<file path="config.mk">
export PLATFORM = sky130hd
export DESIGN_NAME = reset_sequencer
export DESIGN_NICKNAME = d
export VERILOG_FILES = /design/src/rtl/reset_pkg.sv /design/src/rtl/sync_2ff.sv /design/src/rtl/reset_sequencer.sv
export SDC_FILE = /design/constraint.sdc
export NUM_CORES = 1
export LEC_CHECK = 0
export CORE_MARGIN = 2
export CORE_UTILIZATION = 25
export CTS_CLUSTER_DIAMETER = 30
export DETAILED_ROUTE_END_ITERATION = 6
export GPL_ROUTABILITY_DRIVEN = 0
export PLACE_DENSITY = 0.52
export SLEW_MARGIN = 20
export SYNTH_ARGS = -nofsm -noshare
export SYNTH_HDL_FRONTEND = slang
export SYNTH_SLANG_ARGS = --single-unit
</file>
<file path="constraint.sdc">
create_clock -name clk -period 1.9 [get_ports clk]
set_input_delay 0.57 -clock clk [delete_from_list [all_inputs] [get_ports clk]]
set_output_delay 0.57 -clock clk [all_outputs]
set_load 0.02 [all_outputs]
</file>
<file path="src/rtl/reset_pkg.sv">
// Shared types and defaults for the reset sequencer: FSM state encoding,
// default timing constants and a small elaboration-time helper.
package reset_pkg;

  typedef enum logic [2:0] {
    ST_HOLD     = 3'd0,
    ST_DELAY    = 3'd1,
    ST_WAIT_ACK = 3'd2,
    ST_DONE     = 3'd3,
    ST_FAULT    = 3'd4
  } state_t;

  localparam int DEFAULT_DELAY_CYCLES   = 16;
  localparam int DEFAULT_TIMEOUT_CYCLES = 1024;

  function automatic int max_int(input int a, input int b);
    return (a > b) ? a : b;
  endfunction

endpackage

</file>
<file path="src/rtl/sync_2ff.sv">
// Two-flop synchronizer, one independent chain per bit, cleared by the
// asynchronous reset.
module sync_2ff #(
  parameter int WIDTH = 1
) (
  input  logic             clk,
  input  logic             rst,
  input  logic [WIDTH-1:0] i_async,
  output logic [WIDTH-1:0] o_sync
);

  logic [WIDTH-1:0] r_meta;
  logic [WIDTH-1:0] r_sync;

  genvar gi;
  generate
    for (gi = 0; gi < WIDTH; gi++) begin : g_bit
      always_ff @(posedge clk or posedge rst) begin
        if (rst) begin
          r_meta[gi] <= 1'b0;
          r_sync[gi] <= 1'b0;
        end else begin
          r_meta[gi] <= i_async[gi];
          r_sync[gi] <= r_meta[gi];
        end
      end
    end
  endgenerate

  assign o_sync = r_sync;

endmodule

</file>
<file path="src/rtl/reset_sequencer.sv">
// Staged reset release: holds all domains in reset, then frees them one by
// one, waiting for each domain's (synchronized) ack before spacing out the next.
module reset_sequencer
  import reset_pkg::*;
#(
  parameter int NUM_STAGES     = 3,
  parameter int DELAY_CYCLES   = DEFAULT_DELAY_CYCLES,
  parameter int TIMEOUT_CYCLES = DEFAULT_TIMEOUT_CYCLES,
  localparam int IDX_W         = (NUM_STAGES > 1) ? $clog2(NUM_STAGES) : 1
) (
  input  logic                  clk,
  input  logic                  rst,
  input  logic                  soft_rst_req,
  input  logic [NUM_STAGES-1:0] stage_ack,
  output logic [NUM_STAGES-1:0] rst_out,
  output logic                  all_ready,
  output logic                  busy,
  output logic                  fault,
  output logic [IDX_W-1:0]      fault_stage
);

  localparam int CNT_W = $clog2(max_int(DELAY_CYCLES, TIMEOUT_CYCLES) + 1);
  localparam logic [CNT_W-1:0] HOLD_LAST = CNT_W'(DELAY_CYCLES - 1);
  localparam logic [CNT_W-1:0] TO_LAST   = CNT_W'(TIMEOUT_CYCLES - 1);
  // The ack-acceptance edge is the first spacing cycle, so DELAY itself
  // lasts one cycle less than DELAY_CYCLES.
  localparam logic [CNT_W-1:0] GAP_LAST  = CNT_W'((DELAY_CYCLES > 1) ? DELAY_CYCLES - 2 : 0);
  localparam logic [IDX_W-1:0] LAST_IDX  = IDX_W'(NUM_STAGES - 1);

  logic [NUM_STAGES-1:0] w_ack_sync;
  logic [IDX_W-1:0]      w_drop_idx;
  logic [IDX_W-1:0]      w_idx_inc;

  state_t                r_state;
  state_t                w_state_next;
  logic [CNT_W-1:0]      r_cnt;
  logic [CNT_W-1:0]      w_cnt_next;
  logic [IDX_W-1:0]      r_idx;
  logic [IDX_W-1:0]      w_idx_next;
  logic [NUM_STAGES-1:0] r_rst_out;
  logic [NUM_STAGES-1:0] w_rst_out_next;
  logic                  r_all_ready;
  logic                  w_all_ready_next;
  logic                  r_busy;
  logic                  w_busy_next;
  logic                  r_fault;
  logic                  w_fault_next;
  logic [IDX_W-1:0]      r_fault_stage;
  logic [IDX_W-1:0]      w_fault_stage_next;

  sync_2ff #(
    .WIDTH (NUM_STAGES)
  ) u_ack_sync (
    .clk     (clk),
    .rst     (rst),
    .i_async (stage_ack),
    .o_sync  (w_ack_sync)
  );

  assign w_idx_inc = r_idx + 1'b1;

  always_comb begin
    w_drop_idx = '0;
    for (int k = NUM_STAGES - 1; k >= 0; k--) begin
      if (!w_ack_sync[k]) w_drop_idx = IDX_W'(k);
    end
  end

  always_ff @(posedge clk or posedge rst) begin
    if (rst) begin
      r_state       <= ST_HOLD;
      r_cnt         <= '0;
      r_idx         <= '0;
      r_rst_out     <= '1;
      r_all_ready   <= 1'b0;
      r_busy        <= 1'b1;
      r_fault       <= 1'b0;
      r_fault_stage <= '0;
    end else begin
      r_state       <= w_state_next;
      r_cnt         <= w_cnt_next;
      r_idx         <= w_idx_next;
      r_rst_out     <= w_rst_out_next;
      r_all_ready   <= w_all_ready_next;
      r_busy        <= w_busy_next;
      r_fault       <= w_fault_next;
      r_fault_stage <= w_fault_stage_next;
    end
  end

  always_comb begin
    w_state_next       = r_state;
    w_cnt_next         = r_cnt;
    w_idx_next         = r_idx;
    w_rst_out_next     = r_rst_out;
    w_fault_next       = r_fault;
    w_fault_stage_next = r_fault_stage;

    if (soft_rst_req) begin
      w_state_next       = ST_HOLD;
      w_cnt_next         = '0;
      w_idx_next         = '0;
      w_rst_out_next     = '1;
      w_fault_next       = 1'b0;
      w_fault_stage_next = '0;
    end else begin
      case (r_state)
        ST_HOLD: begin
          w_rst_out_next = '1;
          if (r_cnt == HOLD_LAST) begin
            w_rst_out_next[0] = 1'b0;
            w_idx_next        = '0;
            w_cnt_next        = '0;
            w_state_next      = ST_WAIT_ACK;
          end else begin
            w_cnt_next = r_cnt + 1'b1;
          end
        end

        ST_DELAY: begin
          if (r_cnt == GAP_LAST) begin
            w_rst_out_next[r_idx] = 1'b0;
            w_cnt_next            = '0;
            w_state_next          = ST_WAIT_ACK;
          end else begin
            w_cnt_next = r_cnt + 1'b1;
          end
        end

        ST_WAIT_ACK: begin
          if (w_ack_sync[r_idx]) begin
            w_cnt_next = '0;
            if (r_idx == LAST_IDX) begin
              w_state_next = ST_DONE;
            end else if (DELAY_CYCLES == 1) begin
              w_idx_next                = w_idx_inc;
              w_rst_out_next[w_idx_inc] = 1'b0;
            end else begin
              w_idx_next   = w_idx_inc;
              w_state_next = ST_DELAY;
            end
          end else if (r_cnt == TO_LAST) begin
            w_state_next       = ST_FAULT;
            w_rst_out_next     = '1;
            w_fault_next       = 1'b1;
            w_fault_stage_next = r_idx;
          end else begin
            w_cnt_next = r_cnt + 1'b1;
          end
        end

        ST_DONE: begin
          if (!(&w_ack_sync)) begin
            w_state_next       = ST_FAULT;
            w_rst_out_next     = '1;
            w_fault_next       = 1'b1;
            w_fault_stage_next = w_drop_idx;
          end
        end

        ST_FAULT: begin
          w_rst_out_next = '1;
          w_fault_next   = 1'b1;
        end

        default: begin
          w_state_next   = ST_HOLD;
          w_cnt_next     = '0;
          w_idx_next     = '0;
          w_rst_out_next = '1;
        end
      endcase
    end

    w_all_ready_next = (w_state_next == ST_DONE);
    w_busy_next      = (w_state_next == ST_HOLD) || (w_state_next == ST_DELAY) ||
                       (w_state_next == ST_WAIT_ACK);
  end

  assign rst_out     = r_rst_out;
  assign all_ready   = r_all_ready;
  assign busy        = r_busy;
  assign fault       = r_fault;
  assign fault_stage = r_fault_stage;

endmodule

</file>
# Word-level counts from Yosys, hierarchy flattened
# Cells that the tools add are included.
# Widths: inputs -> output; s select.
[op_classes]
add_sub_neg = 2
n_eq_ne = 21
reduce_logical = 15
mux = 43
bitwise_logic = 2
magnitude_cmp = 2
[op_table]
columns = ["operator", "n"]
rows = [
  ["$mux 11", 5],
  ["$pmux 11 s4", 1],
  ["$mux 3", 11],
  ["$mux 2", 12],
  ["$eq 11x4->1 const B", 2],
  ["$ne 3x3->1 const B", 7],
  ["$reduce_and 4->1", 4],
  ["$pmux 3 s5", 1],
  ["$eq 3x2->1 const B", 4],
  ["$pmux 3 s4", 1],
  ["$add 11x1->11 const B", 1],
  ["$eq 11x10->1 const B", 1],
  ["$mux 1", 7],
  ["$eq 3x1->1 const B", 2],
  ["$logic_not 3->1", 2],
  ["$pmux 2 s3", 1],
  ["$ne 2x1->1 const B", 2],
  ["$ne 4x4->1 const B", 1],
  ["$pmux 2 s2", 1],
  ["$reduce_bool 4->1", 1],
  ["$and 3x3->3", 1],
  ["$eq 3x3->1 const B", 1],
  ["$lt 2x3->1 const B", 1],
  ["$not 3->3", 1],
  ["13 further kinds", 14],
]
[word_totals]
reg_bits = 30
in_bits = 6
output_inout_bits = 8

# Longest topological paths before layout
# Gate-level depths: netlist of the first run.
[depth]
word_depth = 9
ltp_mapped = 8
mapped_depth_nobuf = 7

# Modules after synthesis
# Synthesis of the first run repeated with hierarchy kept, for this count alone.
[hier_totals]
cells_unflattened = 169
hier_area_um2 = 1721.7
[by_module_without_submodules]
columns = ["mod", "cells_each", "seq_area_each_um2", "area_per_inst_um2", "instances"]
rows = [
  ["reset_sequencer", 162, 605.6, 1567.8, 1],
  ["sync_2ff", 7, 150.1, 153.9, 1],
]

# Worst setup path after synthesis of the first run
# Ideal clock, no wire load.
[synth_path]
kind = "reg-to-reg"
startpoint = "register r_cnt[0]"
endpoint = "register r_cnt[1]"
path_stages_with_launch = 7
period_less_slack_ns = 1.885
setup_time_ns = 0.125
required_ns = 1.775
setup_slack_ns = 0.015
arrival_ns = 1.761
path_cell_list = "dfrtp_1 > ha_1 > nand4_1 > nor4_1 > a21oi_1 > nor2_4 > mux2_2"
[synth_between]
elab_chain_cells = 5
elab_cells_between_ends = 12
cone_classes = "1 x add/sub; 4 x eq/ne; 6 x mux; 1 x reduce/logical"
[synth_lines]
columns = ["element", "line", "source"]
rows = [
  ["start: declaration", "reset_sequencer.sv:36", "logic [CNT_W-1:0] r_cnt;"],
  ["start signal: assignment", "reset_sequencer.sv:81", "r_cnt <= w_cnt_next;"],
  ["$add 11x1->11", "reset_sequencer.sv:116, reset_sequencer.sv:126, reset_sequencer.sv:148", ""],
  ["$mux 11", "reset_sequencer.sv:142", "end else if (r_cnt == TO_LAST) begin"],
  ["$mux 11", "reset_sequencer.sv:131", "if (w_ack_sync[r_idx]) begin"],
  ["$pmux 11 s4", "reset_sequencer.sv:107", "case (r_state)"],
  ["$mux 11", "reset_sequencer.sv:99", "if (soft_rst_req) begin"],
]
# Parallel ways exist; a longest one is shown, timed or not. The select of a mux whose other input is x is not followed.
# A chain may end at the register's enable or synchronous reset.

# Worst setup path after layout of the first run
[layout_path]
startpoint = "register r_cnt[0]"
endpoint = "register r_cnt[9]"
# Same word-level chain as after synthesis.

==> flow_metrics.py, run 1 <==
metrics = {
    "hold_path": {
        "worst_hold_path_type": "register to register",
        "hp-start": "u_ack_sync.r_meta[1]",
    },
    "layout": {
        "nets": 239,
        "num_antenna_cells": 0,
        "drive_gt1_share_pct": 34.1,
        "synthToLayoutAreaGrowth_pct": 43.1,
        "utilization_pct": 37.2,
        "layout.cells.non_filler": 306,
        "fin_area_mm2": 0.00238,
    },
    "logic_synthesis": {
        "synth.avg_cell_area_um2": 9.77,
        "seq_area_frac_synth_pct": 45.5,
        "netlist_area_mm2": 0.00166,
        "syn-num-nets": 181,
        "synth-seq-cells": 30,
        "syn_inst": 170,
        "dominantRegCellSynth": "dfrtp_1",
        "yosysWarnings": 0,
        "synth_edf_count": 0,
        "synth_cell_types": 50,
        "postSynth.asyncResetShare_pct": 100,
    },
    "power_and_ir_drop": {
        "p_int_mw": 1.01,
        "pwr-share-comb_pct": 9.3,
        "p_sw_share_pct": 23.5,
        "power.density_mw_per_mm2": 553,
        "p_leak_nw": 1.08,
        "power.share.clock_pct": 40.3,
        "vdd_ir_drop_max_v": 0.000289,
        "switchingPower_mw": 0.308,
        "seq_power_share_pct": 50.4,
    },
    "job": {
        "max_cap_viol_count": 0,
    },
    "global_route": {
        "gr-total-overflow": 0,
        "gr-usage-all-layers_pct": 11.7,
        "grt_pass1_wl_um": 6730,
        "grt_max_degree": 31,
        "grt_pass1_vias": 1407,
        "antenna_found_initial": 0,
    },
    "route": {
        "drt-initial-drc-count": 92,
        "vias": 1521,
        "routedWlPerCell_um": 13.8,
        "first_pass_iters": 4,
        "vias_per_cell": 4.97,
        "antenna_left": 0,
        "wl_um": 4220,
        "drc_errors": 0,
    },
    "setup_path": {
        "cp_max_fo": 5,
        "start_kind": "register",
        "worstPathRequired_ns": 2.05,
        "arrival_ns": 2.07,
        "worst_setup_path_end_kind": "register",
        "r2r-start": "r_cnt[0]",
        "cp-startpoint": "r_cnt[0]",
        "worstSetupPathType": "register to register",
    },
    "place": {
        "dpl_worst_slack_ns": -0.224,
        "dpl_cell_area_mm2": 0.00213,
        "dpl.hpwl_um": 2930,
        "portBuffers": 13,
        "place_inst": 293,
    },
    "sta": {
        "fin_crit_sh_pct": 101,
        "holdWs_ns": 0.348,
        "rsz0062_at_grt": "yes",
        "finalMaxSlewViolations": 0,
        "setup_viol": 4,
        "tightest_slew_ns": 0.389,
        "period_needed_ns": 1.92,
        "setup_slack_ns": -0.0162,
        "fin_skew_ns": 0.0108,
        "max_slew_margin_pct": 74.1,
        "hold_viol": 0,
        "max_freq_mhz": 522,
    },
    "run_status": {
        "status": "finished with violations",
        "violations": "negative setup slack",
    },
    "floorplan": {
        "io_pins": 14,
        "floorplan.initialDensity_pct": 26.0,
        "die-area_mm2": 0.00731,
        "die_x_um": 85.5,
        "design.core.area_mm2": 0.00639,
        "die_h_um": 85.5,
        "std_cell_rows": 29,
    },
    "clock_tree": {
        "clock-sinks": 30,
        "h-tree-depth": 2,
        "cts_tree": "built",
        "clk_pin_slew_ns": 0.07,
        "clkLatencyLatePin_ns": 0.28,
        "cts_buffer_depth": 2,
        "cts_hold_buffers": 0,
        "cts_made_buffers": 5,
        "root_buffer": "clkbuf_8",
    },
}
-- critical path, stage by stage, from the launching register on --
cell	delay (ns)
dfrtp_2	0.45
inv_2	0.07
ha_4	0.13
mux2i_2	0.07
nand4b_1	0.27
a22o_1	0.35
and3_1	0.16
or3_1	0.29
-- registers in the layout, summed over array words and instances (netlist names) --
name,count
r_cnt,11
r_state,3
rst_out,3
u_ack_sync.o_sync,3
u_ack_sync.r_meta,3
fault_stage,2
r_idx,2
all_ready,1
busy,1
fault,1
-- final cells by class --
cell class	count	area, um2
flip-flops and latches	30	757
repair buffers	55	457
multi-input cells	128	946
fillers	637	4010
clock inverters	1	5.00
inverters	8	30.0
clock buffers	7	86.3
well taps	77	96.3
-- routing by layer --
| layer | vias to the layer above | GRT usage (%) | share of wire (%) | routed length, um |
|---|---|---|---|---|
| met2 | 37 | 17.5 | 46 | 1930 |
| li1 | 749 | - | - | - |
| met4 | 0 | 3.90 | 1.8 | 78 |
| met1 | 729 | 16.1 | 48 | 2030 |
| met5 | - | 0 | 0 | 0 |
| met3 | 6 | 3.46 | 4.3 | 180 |
-- synthesized netlist by cell type, drive strengths merged (5+ instances only) --
| master | count | area [um2] |
|---|---|---|
| nor2 | 14 | 60.1 |
| inv | 8 | 30.0 |
| ha | 5 | 62.6 |
| a211o | 5 | 43.8 |
| a21oi | 9 | 45.0 |
| dfrtp | 26 | 651 |
| a21o | 6 | 45.0 |
| o21ai | 7 | 35.0 |
| and3 | 7 | 45.1 |
| nor3 | 13 | 70.1 |
| nand2 | 9 | 33.8 |
| nand3 | 5 | 25.0 |
-- layout by cell type, fill, tap and decap left out, types with 6 or more instances in the layout --
master	synthesis	routed
a21oi_1	9	8
and3_1	6	6
buf_4	1	40
clkbuf_8	0	6
clkdlybuf4s50_1	0	9
dfrtp_1	26	25
inv_1	8	7
nand2_1	9	9
nor2_1	13	12
nor3_1	12	9
-- what timing repair did --
action / in CTS / in global routing
endpoints found under the setup margin: 19 / 21
setup buffers: 0 / 4
gates cloned: 0 / 1
pin swaps: 1 / 20
gates resized for setup: 7 / 24
endpoints found under the hold margin: 0 / 0
-- final timing paths --
path / slack (ns) / cells after the start / endpoint
max: -0.02 / 7 / r_cnt[9]
min: 0.35 / 0 / u_ack_sync.o_sync[1]
max reg2reg: -0.02 / 7 / r_cnt[9]
min reg2reg: 0.35 / 0 / u_ack_sync.o_sync[1]
max in group asynchronous: 0.91 / 3 / busy
min in group asynchronous: 0.66 / 3 / r_idx[0]
-- metrics by stage --
stage          setup TNS, ns  power (mW)
2_1_floorplan              0       0.719
3_3_place_gp           -1.44       0.760
3_5_place_dp           -1.57       0.761
4_1_cts              -0.0548        1.30
5_1_grt               -0.841        1.37
6_report             -0.0455        1.31
-- logic make-up (layout without fill, tap and decap cells) --
logic type	count (synthesis)	count (layout)	synth area share, %
simple gates	73	73	24.9
compound gates	45	45	18.8
flops	30	30	45.5
buf+inv	12	71	3.84
fa+ha+maj	5	5	3.77
mux	5	5	3.16
-- power by group through the flow --
stage,Clock [mW],Combinational [mW],Sequential (mW)
floorplan,0,0.0483,0.671
global placement,0,0.0889,0.671
detailed placement,0,0.0894,0.672
CTS,0.552,0.0902,0.660
global route,0.575,0.135,0.663
finish,0.530,0.122,0.662
Power figures use the tool's default switching activity.
==> run 2, diff against run 1 <==
Settings changed: CTS_BUF_LIST from default to sky130_fd_sc_hd__clkbuf_16.
==> run 2 against run 1 <==
The run still ends with negative setup slack left. Power up 15%. Critical path depth unchanged. Final area up 0.37%. Final cell count down 0.98%. Critical endpoint unchanged. Maximum frequency about the same. Clock-buffer cell count down 2. Register-to-register slack about the same. Clock skew down 0.0069 ns. Sequential power about the same. Via count up 0.99%. Highest routed layer unchanged. Global-route usage down 0.061 points. Non-clock buffer count down 3.
==> flow_metrics.py, run 2 (same netlist as run 1, synthesis figures left out) <==
metrics = {
    "route": {
        "routedWlPerCell_um": 14.1,
        "first_pass_iters": 4,
        "wl_um": 4270,
        "vias": 1536,
        "drc_errors": 0,
        "antenna_left": 0,
        "vias_per_cell": 5.07,
        "drt-initial-drc-count": 82,
    },
    "layout": {
        "utilization_pct": 37.4,
        "multi_input_area_um2": 942,
        "synthToLayoutAreaGrowth_pct": 43.6,
        "fillers": 637,
        "fin_area_mm2": 0.00239,
        "drive_gt1_share_pct": 32.7,
        "largest_reg_flops": 11,
        "largest_register": "r_cnt",
        "final_common_cell": "buf_4",
        "num_antenna_cells": 0,
        "register_area_um2": 757,
        "nets": 236,
        "layout_common_cells": "36 x buf_4, 25 x dfrtp_1, 12 x nor2_1",
    },
    "setup_path": {
        "cp_max_fo": 5,
        "start_kind": "register",
        "worst_setup_path_end_kind": "register",
        "worstPathRequired_ns": 2.05,
        "arrival_ns": 2.07,
        "worstSetupPathType": "register to register",
    },
    "floorplan": {
        "std_cell_rows": 29,
        "die-area_mm2": 0.00731,
        "die_x_um": 85.5,
        "floorplan.initialDensity_pct": 26.0,
        "die_h_um": 85.5,
        "io_pins": 14,
        "design.core.area_mm2": 0.00639,
    },
    "global_route": {
        "grt_pass1_vias": 1408,
        "grt_pass1_wl_um": 6710,
        "grt_max_degree": 31,
        "gr-total-overflow": 0,
        "gr-usage-all-layers_pct": 11.6,
        "antenna_found_initial": 0,
    },
    "hold_path": {
        "worst_hold_path_type": "register to register",
    },
    "power_and_ir_drop": {
        "p_leak_nw": 1.08,
        "p_int_mw": 1.17,
        "vdd_ir_drop_max_v": 0.000337,
        "power.density_mw_per_mm2": 634,
        "power.share.clock_pct": 49.1,
        "seq_power_share_pct": 44.0,
        "pwr-share-comb_pct": 6.9,
        "p_sw_share_pct": 22.3,
        "switchingPower_mw": 0.337,
    },
    "clock_tree": {
        "h-tree-depth": 2,
        "clkLatencyLatePin_ns": 0.27,
        "cts_tree": "built",
        "cts_made_buffers": 5,
        "root_buffer": "clkbuf_16",
        "cts_buffer_depth": 2,
        "clock-sinks": 30,
        "clk_pin_slew_ns": 0.05,
    },
    "place": {
        "dpl_worst_slack_ns": -0.224,
        "dpl.hpwl_um": 2930,
        "dpl_cell_area_mm2": 0.00213,
        "portBuffers": 13,
    },
    "sta": {
        "max_freq_mhz": 521,
        "fin_crit_sh_pct": 101,
        "period_needed_ns": 1.92,
        "setup_viol": 1,
        "fin_skew_ns": 0.00395,
        "setup_slack_ns": -0.0180,
        "holdWs_ns": 0.345,
        "finalMaxSlewViolations": 0,
        "max_slew_margin_pct": 73.0,
        "rsz0062_at_grt": "yes",
        "hold_viol": 0,
        "tightest_slew_ns": 0.405,
    },
    "run_status": {
        "status": "finished with violations",
        "violations": "negative setup slack",
    },
    "job": {
        "max_cap_viol_count": 0,
    },
}
run 2: power by group through the flow:
| stage | combinational (mW) | clock [mW] | sequential (mW) |
|---|---|---|---|
| after global placement | 0.0889 | 0 | 0.671 |
| after CTS | 0.0901 | 0.768 | 0.661 |
| after global routing | 0.116 | 0.788 | 0.665 |
| final | 0.104 | 0.743 | 0.665 |
| after detailed placement | 0.0894 | 0 | 0.672 |
| after floorplan | 0.0483 | 0 | 0.671 |
run 2: path summary, 6_finish.rpt:
kind                                       from                    to  slack (ns)  cells past startpoint
max                                    r_cnt[1]              r_cnt[9]       -0.02                      7
min                        u_ack_sync.r_meta[1]  u_ack_sync.o_sync[1]        0.35                      0
max reg2reg                            r_cnt[1]              r_cnt[9]       -0.02                      7
min reg2reg                u_ack_sync.r_meta[1]  u_ack_sync.o_sync[1]        0.35                      0
max in group asynchronous                   rst                  busy        0.89                      3
min in group asynchronous                   rst  u_ack_sync.r_meta[0]        0.68                      3
run 2: area by class of cell:
type / instances / share of cell area (%)
multi-input cells: 128 / 39.5
clock inverters: 3 / 0.524
flip-flops and latches: 30 / 31.7
inverters: 8 / 1.26
repair buffers: 52 / 17.7
clock buffers: 5 / 5.24
well taps: 77 / 4.04
run 2: routing by layer:
layer  track usage [%]  routed length (um)
met5                 0                   0
met4              2.60                  45
met3              4.04                 178
met2              17.5                2010
met1              16.0                2040
run 2: per-stage QoR:
step	total power, mW	instances	TNS (ns)
4_1_cts	1.52	301	-0.0287
6_report	1.51	303	-0.0180
3_3_place_gp	0.760	293	-1.44
5_1_grt	1.57	303	-0.476
2_1_floorplan	0.719	170	0
3_5_place_dp	0.761	293	-1.57
run 2: repair_timing:
| item | 4_1_cts | 5_1_grt |
|---|---|---|
| setup buffers | 0 | 1 |
| setup endpoints to repair | 16 | 21 |
| pin swaps | 1 | 11 |
| hold buffers | 0 | 0 |
| gates resized for setup | 7 | 20 |
| cloned | 0 | 1 |
run 2: worst max-delay path: stages, from the launching register on:
cell	delay (ns)
dfrtp_1	0.41
buf_6	0.13
ha_4	0.12
mux2i_1	0.08
nand4b_1	0.26
a22o_1	0.35
and3_1	0.16
or3_1	0.29
==> run 3, diff against run 2 <==
Settings changed: CORE_UTILIZATION 25 to 51, PLACE_DENSITY 0.52 to 0.84.
==> run 3 against run 2 <==
The run still ends with negative setup slack left. Core utilization increased by 41 points. Routed wire length is 18% higher. Die area fell by 49%. Clock-buffer cell count unchanged. Critical endpoint is now r_cnt[6].
==> flow_metrics.py, run 3 (same netlist as run 1, synthesis figures left out) <==
metrics = {
    "run_status": {
        "status": "finished with violations",
        "violations": "negative setup slack",
    },
    "setup_path": {
        "r2r-start": "r_cnt[1]",
        "r2r_slack_ns": -0.07,
        "cp_max_fo": 5,
        "rr_worst_depth": 9,
        "start_kind": "register",
        "worst_setup_path_end_kind": "register",
        "arrival_ns": 2.19,
        "worstSetupPathType": "register to register",
        "worstPathRequired_ns": 2.11,
        "r2r_end": "r_cnt[6]",
        "cp-startpoint": "r_cnt[1]",
        "crit_end": "r_cnt[6]",
    },
    "power_and_ir_drop": {
        "p_total_mw": 1.82,
        "p_int_mw": 1.45,
        "p_leak_nw": 1.11,
        "p_sw_share_pct": 20.5,
        "power.density_mw_per_mm2": 759,
        "power.share.clock_pct": 57.5,
        "switchingPower_mw": 0.373,
        "seq_power_share_pct": 36.6,
        "pwr-share-comb_pct": 5.9,
        "vdd_ir_drop_max_v": 0.000637,
    },
    "route": {
        "antenna_left": 0,
        "drt-initial-drc-count": 205,
        "wl_um": 5020,
        "routedWlPerCell_um": 18.7,
        "vias": 1704,
        "first_pass_iters": 5,
        "drc_errors": 0,
        "vias_per_cell": 6.36,
    },
    "floorplan": {
        "design.core.area_mm2": 0.00308,
        "die_x_um": 61.1,
        "std_cell_rows": 20,
        "die_h_um": 61.1,
        "io_pins": 14,
        "die-area_mm2": 0.00373,
        "floorplan.initialDensity_pct": 54.0,
    },
    "sta": {
        "period_needed_ns": 1.97,
        "setup_viol": 11,
        "fin_crit_sh_pct": 104,
        "hold_viol": 0,
        "fin_skew_ns": 0.00919,
        "max_slew_margin_pct": 73.2,
        "max_freq_mhz": 507,
        "tightest_slew_ns": 0.399,
        "finalMaxSlewViolations": 0,
        "rsz0062_at_grt": "yes",
        "setup_slack_ns": -0.0724,
        "fin_tns_setup_ns": -0.405,
    },
    "clock_tree": {
        "clk_pin_slew_ns": 0.05,
        "cts_tree": "built",
        "root_buffer": "clkbuf_16",
        "h-tree-depth": 2,
        "clock-sinks": 30,
        "clkLatencyLatePin_ns": 0.29,
        "cts_made_buffers": 5,
        "cts_buffer_depth": 2,
    },
    "layout": {
        "layout.cells.non_filler": 268,
        "fillers": 188,
        "register_area_um2": 758,
        "largest_register": "r_cnt",
        "num_antenna_cells": 0,
        "multi_input_area_um2": 950,
        "synthToLayoutAreaGrowth_pct": 44.5,
        "nets": 234,
        "drive_gt1_share_pct": 33.0,
        "final_common_cell": "buf_4",
        "layout_common_cells": "31 x buf_4, 24 x dfrtp_1, 13 x nor2_1",
        "utilization_pct": 78.0,
        "fin_area_mm2": 0.00240,
        "largest_reg_flops": 11,
    },
    "hold_path": {
        "worst_hold_path_type": "register to register",
    },
    "place": {
        "dpl_cell_area_mm2": 0.00205,
        "place_inst": 254,
        "dpl.hpwl_um": 2940,
        "portBuffers": 13,
    },
    "job": {
        "max_cap_viol_count": 0,
    },
    "global_route": {
        "gr-total-overflow": 0,
        "grt_pass1_wl_um": 7250,
        "grt_max_degree": 31,
        "antenna_found_initial": 0,
        "grt_pass1_vias": 1572,
        "gr-usage-all-layers_pct": 27.5,
    },
}
-- run 3: critical path: stages, from the launching register on --
cell and delay [ns]:
dfrtp_2 0.42, ha_4 0.19, nand4_1 0.18, buf_4 0.21
nor4_4 0.26, a21oi_4 0.12, nor2_4 0.16, buf_6 0.12
buf_6 0.10, a211o_1 0.14
-- run 3: timing repair --
| item | CTS | global route |
|---|---|---|
| gates resized for setup | 11 | 22 |
| gates cloned | 0 | 1 |
| hold buffers | 0 | 0 |
| endpoints found under the setup margin | 14 | 19 |
| setup buffers | 1 | 4 |
| pin swaps | 5 | 16 |
-- run 3: power groups by stage --
| stage | clock network (mW) | registers [mW] | logic [mW] |
|---|---|---|---|
| final | 1.05 | 0.667 | 0.108 |
| after global placement | 0 | 0.670 | 0.0833 |
| after detailed placement | 0 | 0.673 | 0.0879 |
| after CTS | 1.06 | 0.662 | 0.0915 |
| after global routing | 1.09 | 0.667 | 0.116 |
| after floorplan | 0 | 0.671 | 0.0483 |
-- run 3: per-stage QoR --
stage / hold slack (ns) / worst slack, ns
final: 0.349 / -0.0724
after global routing: 0.362 / -0.170
after CTS: 0.349 / -0.0643
after detailed placement: 0.337 / -0.245
after global placement: 0.333 / -0.140
after floorplan: 0.331 / 0.0147
-- run 3: worst min path at each step --
stage,from,to,cells after the start
global placement,u_ack_sync.r_meta[0],u_ack_sync.o_sync[0],0
global route,u_ack_sync.r_meta[0],u_ack_sync.o_sync[0],0
detailed placement,u_ack_sync.r_meta[0],u_ack_sync.o_sync[0],0
floorplan,u_ack_sync.r_meta[0],u_ack_sync.o_sync[0],0
finish,u_ack_sync.r_meta[0],u_ack_sync.o_sync[0],0
CTS,u_ack_sync.r_meta[1],u_ack_sync.o_sync[1],0
-- run 3: layout make-up --
| type | instances | area share (%) |
|---|---|---|
| tap | 44 | 2.29 |
| clock inverter | 3 | 2.66 |
| clock buffer | 5 | 5.21 |
| sequential | 30 | 31.6 |
| inverter | 8 | 1.25 |
| multi-input combinational | 128 | 39.6 |
| timing repair buffer | 50 | 17.5 |
-- run 3: metal layers --
layer,part of all wire [%],wire (um),global-route usage [%]
met5,0,0,0
met1,40,2000,34.1
met2,48,2430,44.1
met4,2.7,138,11.5
met3,9.0,452,9.03
